--- src/rtl/des_pkg.sv ---
// Shared types and constants for the iterative Triple-DES round sequencer.
// Holds the state encoding, round count, key indices and C/D rotate schedules.
package des_pkg;

    typedef enum logic [2:0] {
        ST_IDLE,
        ST_LOAD,
        ST_ROUND,
        ST_FINAL,
        ST_DONE
    } tdes_state_t;

    localparam int DES_ROUNDS = 16;

    localparam logic [1:0] KEY1 = 2'd0;
    localparam logic [1:0] KEY2 = 2'd1;
    localparam logic [1:0] KEY3 = 2'd2;

    // Decrypt round 0 consumes the unrotated C0D0 (= K16), so its first entry is 0.
    localparam logic [1:0] DES_ENC_SHIFT [DES_ROUNDS] = '{
        2'd1, 2'd1, 2'd2, 2'd2, 2'd2, 2'd2, 2'd2, 2'd2,
        2'd1, 2'd2, 2'd2, 2'd2, 2'd2, 2'd2, 2'd2, 2'd1
    };
    localparam logic [1:0] DES_DEC_SHIFT [DES_ROUNDS] = '{
        2'd0, 2'd1, 2'd2, 2'd2, 2'd2, 2'd2, 2'd2, 2'd2,
        2'd1, 2'd2, 2'd2, 2'd2, 2'd2, 2'd2, 2'd2, 2'd1
    };

    // Returns {pass_dec, key_sel} for a pass; EDE order reverses keys when decrypting.
    function automatic logic [2:0] pass_map(input logic [1:0] pass, input logic dec,
                                            input logic single);
        logic [1:0] key;
        logic       pdir;
        if (single) begin
            key  = KEY1;
            pdir = dec;
        end else if (dec) begin
            key  = (pass == 2'd0) ? KEY3 : (pass == 2'd1) ? KEY2 : KEY1;
            pdir = ~pass[0];
        end else begin
            key  = (pass == 2'd0) ? KEY1 : (pass == 2'd1) ? KEY2 : KEY3;
            pdir = pass[0];
        end
        return {pdir, key};
    endfunction

endpackage

--- src/rtl/des_shift_table.sv ---
// Per-round C/D rotate amount lookup, selected by rotate direction.
module des_shift_table
    import des_pkg::*;
(
    input  logic [3:0] round_num_i,
    input  logic       dir_i,
    output logic [1:0] key_shift_o
);

    assign key_shift_o = dir_i ? DES_DEC_SHIFT[round_num_i] : DES_ENC_SHIFT[round_num_i];

endmodule

--- src/rtl/tdes_round_ctrl.sv ---
// Triple-DES round sequencer: LOAD, 16 ROUNDs and FINAL per pass, then DONE until drained.
// Optional macro TDES_ABORT_EN adds an abort input that returns any busy block to IDLE.
module tdes_round_ctrl
    import des_pkg::*;
#(
    parameter int NUM_PASSES = 3
) (
    input  logic       clk,
    input  logic       n_rst,
`ifdef TDES_ABORT_EN
    input  logic       abort,
`endif
    input  logic       in_valid,
    output logic       in_ready,
    input  logic       in_decrypt,
    output logic       out_valid,
    input  logic       out_ready,
    output logic       load_en,
    output logic       key_load,
    output logic [1:0] key_sel,
    output logic       pass_dec,
    output logic       round_en,
    output logic [3:0] round_num,
    output logic [1:0] key_shift,
    output logic       key_dir,
    output logic       final_en
);

    localparam logic [1:0] LAST_PASS = 2'(NUM_PASSES - 1);
    localparam logic [3:0] LAST_ROUND = 4'(DES_ROUNDS - 1);

    tdes_state_t state_q, state_d;
    logic [1:0]  pass_q, pass_d;
    logic [3:0]  round_q, round_d;
    logic        mode_q, mode_d;
    logic        abort_w;
    logic [2:0]  map_d;
    logic [1:0]  shift_d;
    logic        busy_d;

`ifdef TDES_ABORT_EN
    assign abort_w = abort;
`else
    assign abort_w = 1'b0;
`endif

    always_comb begin
        state_d = state_q;
        pass_d  = pass_q;
        round_d = round_q;
        mode_d  = mode_q;
        case (state_q)
            ST_IDLE: if (in_valid) begin
                mode_d  = in_decrypt;
                pass_d  = 2'd0;
                round_d = 4'd0;
                state_d = ST_LOAD;
            end
            ST_LOAD: begin
                round_d = 4'd0;
                state_d = ST_ROUND;
            end
            ST_ROUND: begin
                if (round_q == LAST_ROUND) state_d = ST_FINAL;
                else                       round_d = round_q + 4'd1;
            end
            ST_FINAL: begin
                if (pass_q != LAST_PASS) begin
                    pass_d  = pass_q + 2'd1;
                    state_d = ST_LOAD;
                end else begin
                    state_d = ST_DONE;
                end
            end
            ST_DONE: if (out_ready) begin
                pass_d  = 2'd0;
                round_d = 4'd0;
                state_d = ST_IDLE;
            end
            default: state_d = ST_IDLE;
        endcase
        if (abort_w && state_q != ST_IDLE) begin
            pass_d  = 2'd0;
            round_d = 4'd0;
            state_d = ST_IDLE;
        end
    end

    // Outputs are registered from next-state so they line up with the state they describe.
    assign map_d  = pass_map(pass_d, mode_d, NUM_PASSES == 1);
    assign busy_d = (state_d == ST_LOAD) || (state_d == ST_ROUND) || (state_d == ST_FINAL);

    des_shift_table u_shift (
        .round_num_i (round_d),
        .dir_i       (map_d[2]),
        .key_shift_o (shift_d)
    );

    always_ff @(posedge clk or posedge n_rst) begin
        if (n_rst) begin
            state_q   <= ST_IDLE;
            pass_q    <= 2'd0;
            round_q   <= 4'd0;
            mode_q    <= 1'b0;
            in_ready  <= 1'b1;
            out_valid <= 1'b0;
            load_en   <= 1'b0;
            key_load  <= 1'b0;
            key_sel   <= 2'd0;
            pass_dec  <= 1'b0;
            round_en  <= 1'b0;
            round_num <= 4'd0;
            key_shift <= 2'd0;
            key_dir   <= 1'b0;
            final_en  <= 1'b0;
        end else begin
            state_q   <= state_d;
            pass_q    <= pass_d;
            round_q   <= round_d;
            mode_q    <= mode_d;
            in_ready  <= (state_d == ST_IDLE);
            out_valid <= (state_d == ST_DONE);
            load_en   <= (state_d == ST_LOAD);
            key_load  <= (state_d == ST_LOAD);
            round_en  <= (state_d == ST_ROUND);
            final_en  <= (state_d == ST_FINAL);
            key_sel   <= busy_d ? map_d[1:0] : 2'd0;
            pass_dec  <= busy_d ? map_d[2] : 1'b0;
            key_dir   <= busy_d ? map_d[2] : 1'b0;
            round_num <= (state_d == ST_ROUND) ? round_d : 4'd0;
            key_shift <= (state_d == ST_ROUND) ? shift_d : 2'd0;
        end
    end

endmodule

--- config.mk ---
export PLATFORM = sky130hd
export DESIGN_NAME = tdes_round_ctrl
export DESIGN_NICKNAME = d
export VERILOG_FILES = /design/src/rtl/des_pkg.sv /design/src/rtl/des_shift_table.sv /design/src/rtl/tdes_round_ctrl.sv
export SDC_FILE = /design/constraint.sdc
export NUM_CORES = 1
export LEC_CHECK = 0
export ABC_AREA = 0
export BUFFER_PORTS_ARGS = -buffer_cell sky130_fd_sc_hd__buf_2
export CAP_MARGIN = 25
export CORE_ASPECT_RATIO = 1.5
export CORE_MARGIN = 2
export CORE_UTILIZATION = 53
export DETAILED_ROUTE_END_ITERATION = 7
export PLACE_DENSITY = 0.81
export SETUP_SLACK_MARGIN = 0.5
export SKIP_CTS_REPAIR_TIMING = 1
export SYNTH_ARGS = -nofsm -noshare
export SYNTH_HDL_FRONTEND = slang
export SYNTH_SLANG_ARGS = --single-unit
export TNS_END_PERCENT = 5
--- constraint.sdc ---
create_clock -name clk -period 2.2 [get_ports clk]
set_input_delay 0.44 -clock clk [delete_from_list [all_inputs] [get_ports clk]]
set_output_delay 0.44 -clock clk [all_outputs]
set_load 0.02 [all_outputs]
==> flow_summary.ini <==
[outcome]
outcome = completed

[finish]
drive_gt1_share_pct = 40.5
area_growth_pct = 21.9
nets = 135
antenna_cells = 0
final_cells = 148
design_area_mm2 = 0.00137

[worst_setup_path]
cpPeakStageDelay_ps = 460
r2r-start = state_q[0]$_DFF_PP0_
rr_worst_depth = 5
startpoint = state_q[0]$_DFF_PP0_
regToRegSetupSlack_ps = 150
crit_chain = or3b_4 -> or3b_4 -> o21ai_0 -> a2bb2oi_1 -> o21a_1
crit_slowest_cell = dfrtp_2
cp-end-kind = flip-flop
cpMostUsedCell = or3b_4
critical_path.endpoint = key_shift[1]$_DFF_PP0_
crit_fanout = 6
cp_data_required_time_ps = 2480
critical_path_class = reg -> reg
rr_endpoint = key_shift[1]$_DFF_PP0_
worstPathArrival_ps = 2320
cp-start-kind = flip-flop

[clocking]
cts.sinks = 24
path_clk_slew_ps = 130
root_buffer = clkbuf_4
clk_latency_ps = 320
h-tree-depth = 1
cts_buffers = 3
clock_path_buffers = 2
cts_tree = yes

[synthesis]
syn_nets = 107
synth-main-ff-cell = dfrtp_1
synth.top_cell.area_share_pct = 51.3
synth-edff-count = 0
syn_inst = 99
postSynthAreaPerCell_um2 = 11.3
synthTopCellsByArea = dfrtp_1 (51%), ha_1 (3.3%), a21oi_1 (2.7%), inv_1 (2.7%), dfstp_2 (2.3%)
syn_area_mm2 = 0.00112
synth_top_area_cell = dfrtp_1
yosysUniqueCellTypes = 39
synth_most_common_cell = dfrtp_1
synth_commonest_cells = dfrtp_1 (23), inv_1 (8), a21oi_1 (6)
yosys_warnings = 0
synth_seq_cells = 24
synthArstFlopShare_pct = 100
ys_seq_area_share_pct = 53.7

[drt]
wl_per_cell_um = 15.3
drt_first_iter_violations = 34
dr_total_vias = 862
antenna_left = 0
drc = 0
viasPerCell = 5.82
drt-total-wl_um = 2260
firstDrtPassIters = 4

[sta]
finalCriticalPeriod_ps = 2050
setup_viol = 0
tightest_slew_ps = 417
fin_skew_ps = 2.04
timing.setup.tns_ps = 0
hold_viol = 0
fmax_mhz = 488
finalMaxSlewViolations = 0
rsz0062_at_grt = yes
slew_headroom_pct = 72.0
holdWs_ps = 122
period_share_pct = 93.1

[place]
place_hpwl_um = 1530
port_buffers = 20
gp_congestion = 0.831
post_dp_cell_area_mm2 = 0.00124
post-place-cells = 139

[floorplan]
start_util_pct = 56.0
ios = 21
core-area_mm2 = 0.00200
die_w_um = 41.6
row_count = 20
die_area_mm2 = 0.00251
die_y_um = 60.3

[pwr]
vdd_drop_max_mv = 0.768
power-per-cell-area_mw_per_mm2 = 1410
p_leak_nw = 0.672

[job]
drv_cap = 0

[global_route]
antenna_found_initial = 0
grt_pass1_wl_um = 3310
grt_max_degree = 25
grt_overflow = 0
grt_pass1_vias = 751
grt_usage_pct = 17.5

[min_path]
min_path_type = in -> async
routing by layer:
layer | up-vias | part of all wire [%] | global-route usage [%]
met1 | 429 | 40 | 20.1
met5 | - | 0 | 0
met3 | 6 | 3.1 | 2.68
met4 | 0 | 2.2 | 8.29
li1 | 403 | - | -
met2 | 24 | 55 | 32.1
worst max-delay path, delay by kind of cell, from the launching register on:
family / cells / cell delay, ps
compound gates: 3 / 710
simple gates: 2 / 830
flops: 1 / 460
report_power, final:
group | leakage (nW) | internal (mW) | switching (mW) | total, mW
combinational | 0.332 | 0.392 | 0.554 | 0.946
sequential | 0.312 | 0.590 | 0.0715 | 0.662
clock | 0.0279 | 0.184 | 0.140 | 0.324
total | 0.672 | 1.17 | 0.766 | 1.93
final cells by class:
type                            count  area (µm²)
Clock buffer                        3        22.5
Clock inverter                      1        30.0
Fill cell                         163         636
Inverter                            8        30.0
Multi-Input combinational cell     61         484
Sequential cell                    24         604
Tap cell                           22        27.5
Timing Repair Buffer               29         168
sequential cells by signal, summed over array words and instances, names as in the netlist, 2 cells and up:
register / flops
state_q: 3
round_num: 4
key_sel: 2
round_q: 4
pass_q: 2
key_shift: 2
logic make-up (layout without fill, tap and decap cells):
kind of cell | count (synthesis) | count (layout) | share of synthesized area (%)
AND/OR/NAND/NOR | 33 | 33 | 20.6
flip-flops | 24 | 24 | 53.7
AO/OA/AOI/OAI | 22 | 22 | 13.1
buffers and inverters | 14 | 41 | 6.47
adder cells (fa/ha/maj) | 3 | 3 | 3.35
multiplexers | 3 | 3 | 2.79
how the worst min path moves through the flow:
stage                                   endpoint  cells past startpoint  slack, ps
after global routing      key_shift[1]$_DFF_PP0_                      3        140
after detailed placement  key_shift[0]$_DFF_PP0_                      3        500
after floorplan               final_en$_DFF_PP0_                      1        450
after CTS                   round_q[3]$_DFF_PP0_                      3        150
after global placement        round_en$_DFF_PP0_                      3        490
final                       key_sel[1]$_DFF_PP0_                      3        120
placed cells by master, fill, tap and decap left out, types with 2 or more instances in the layout:
cell      count
dfrtp_1      21
buf_2        20
buf_4         9
inv_1         8
a21oi_1       6
o21ai_0       5
nand2b_1      3
or2_2         3
nor3_1        3
nor2_1        3
clkbuf_4      3
nor3b_1       2
nand3b_1      2
o21bai_1      2
or3b_4        2
o21a_1        2
nor4_1        2
a32o_1        2
mux2i_1       2
ha_1          2
dfrtp_2       2
metrics by stage:
stage / power (mW) / utilization, % / worst slack (ps)
2_1_floorplan: 1.29 / - / 240
3_3_place_gp: 1.44 / 61.8 / 207
3_5_place_dp: 1.47 / 61.8 / 175
4_1_cts: 1.79 / 64.4 / 139
5_1_grt: 2.05 / 68.3 / 93.2
6_report: 1.93 / 68.3 / 152
No activity file was read; power rests on OpenSTA's default activity.
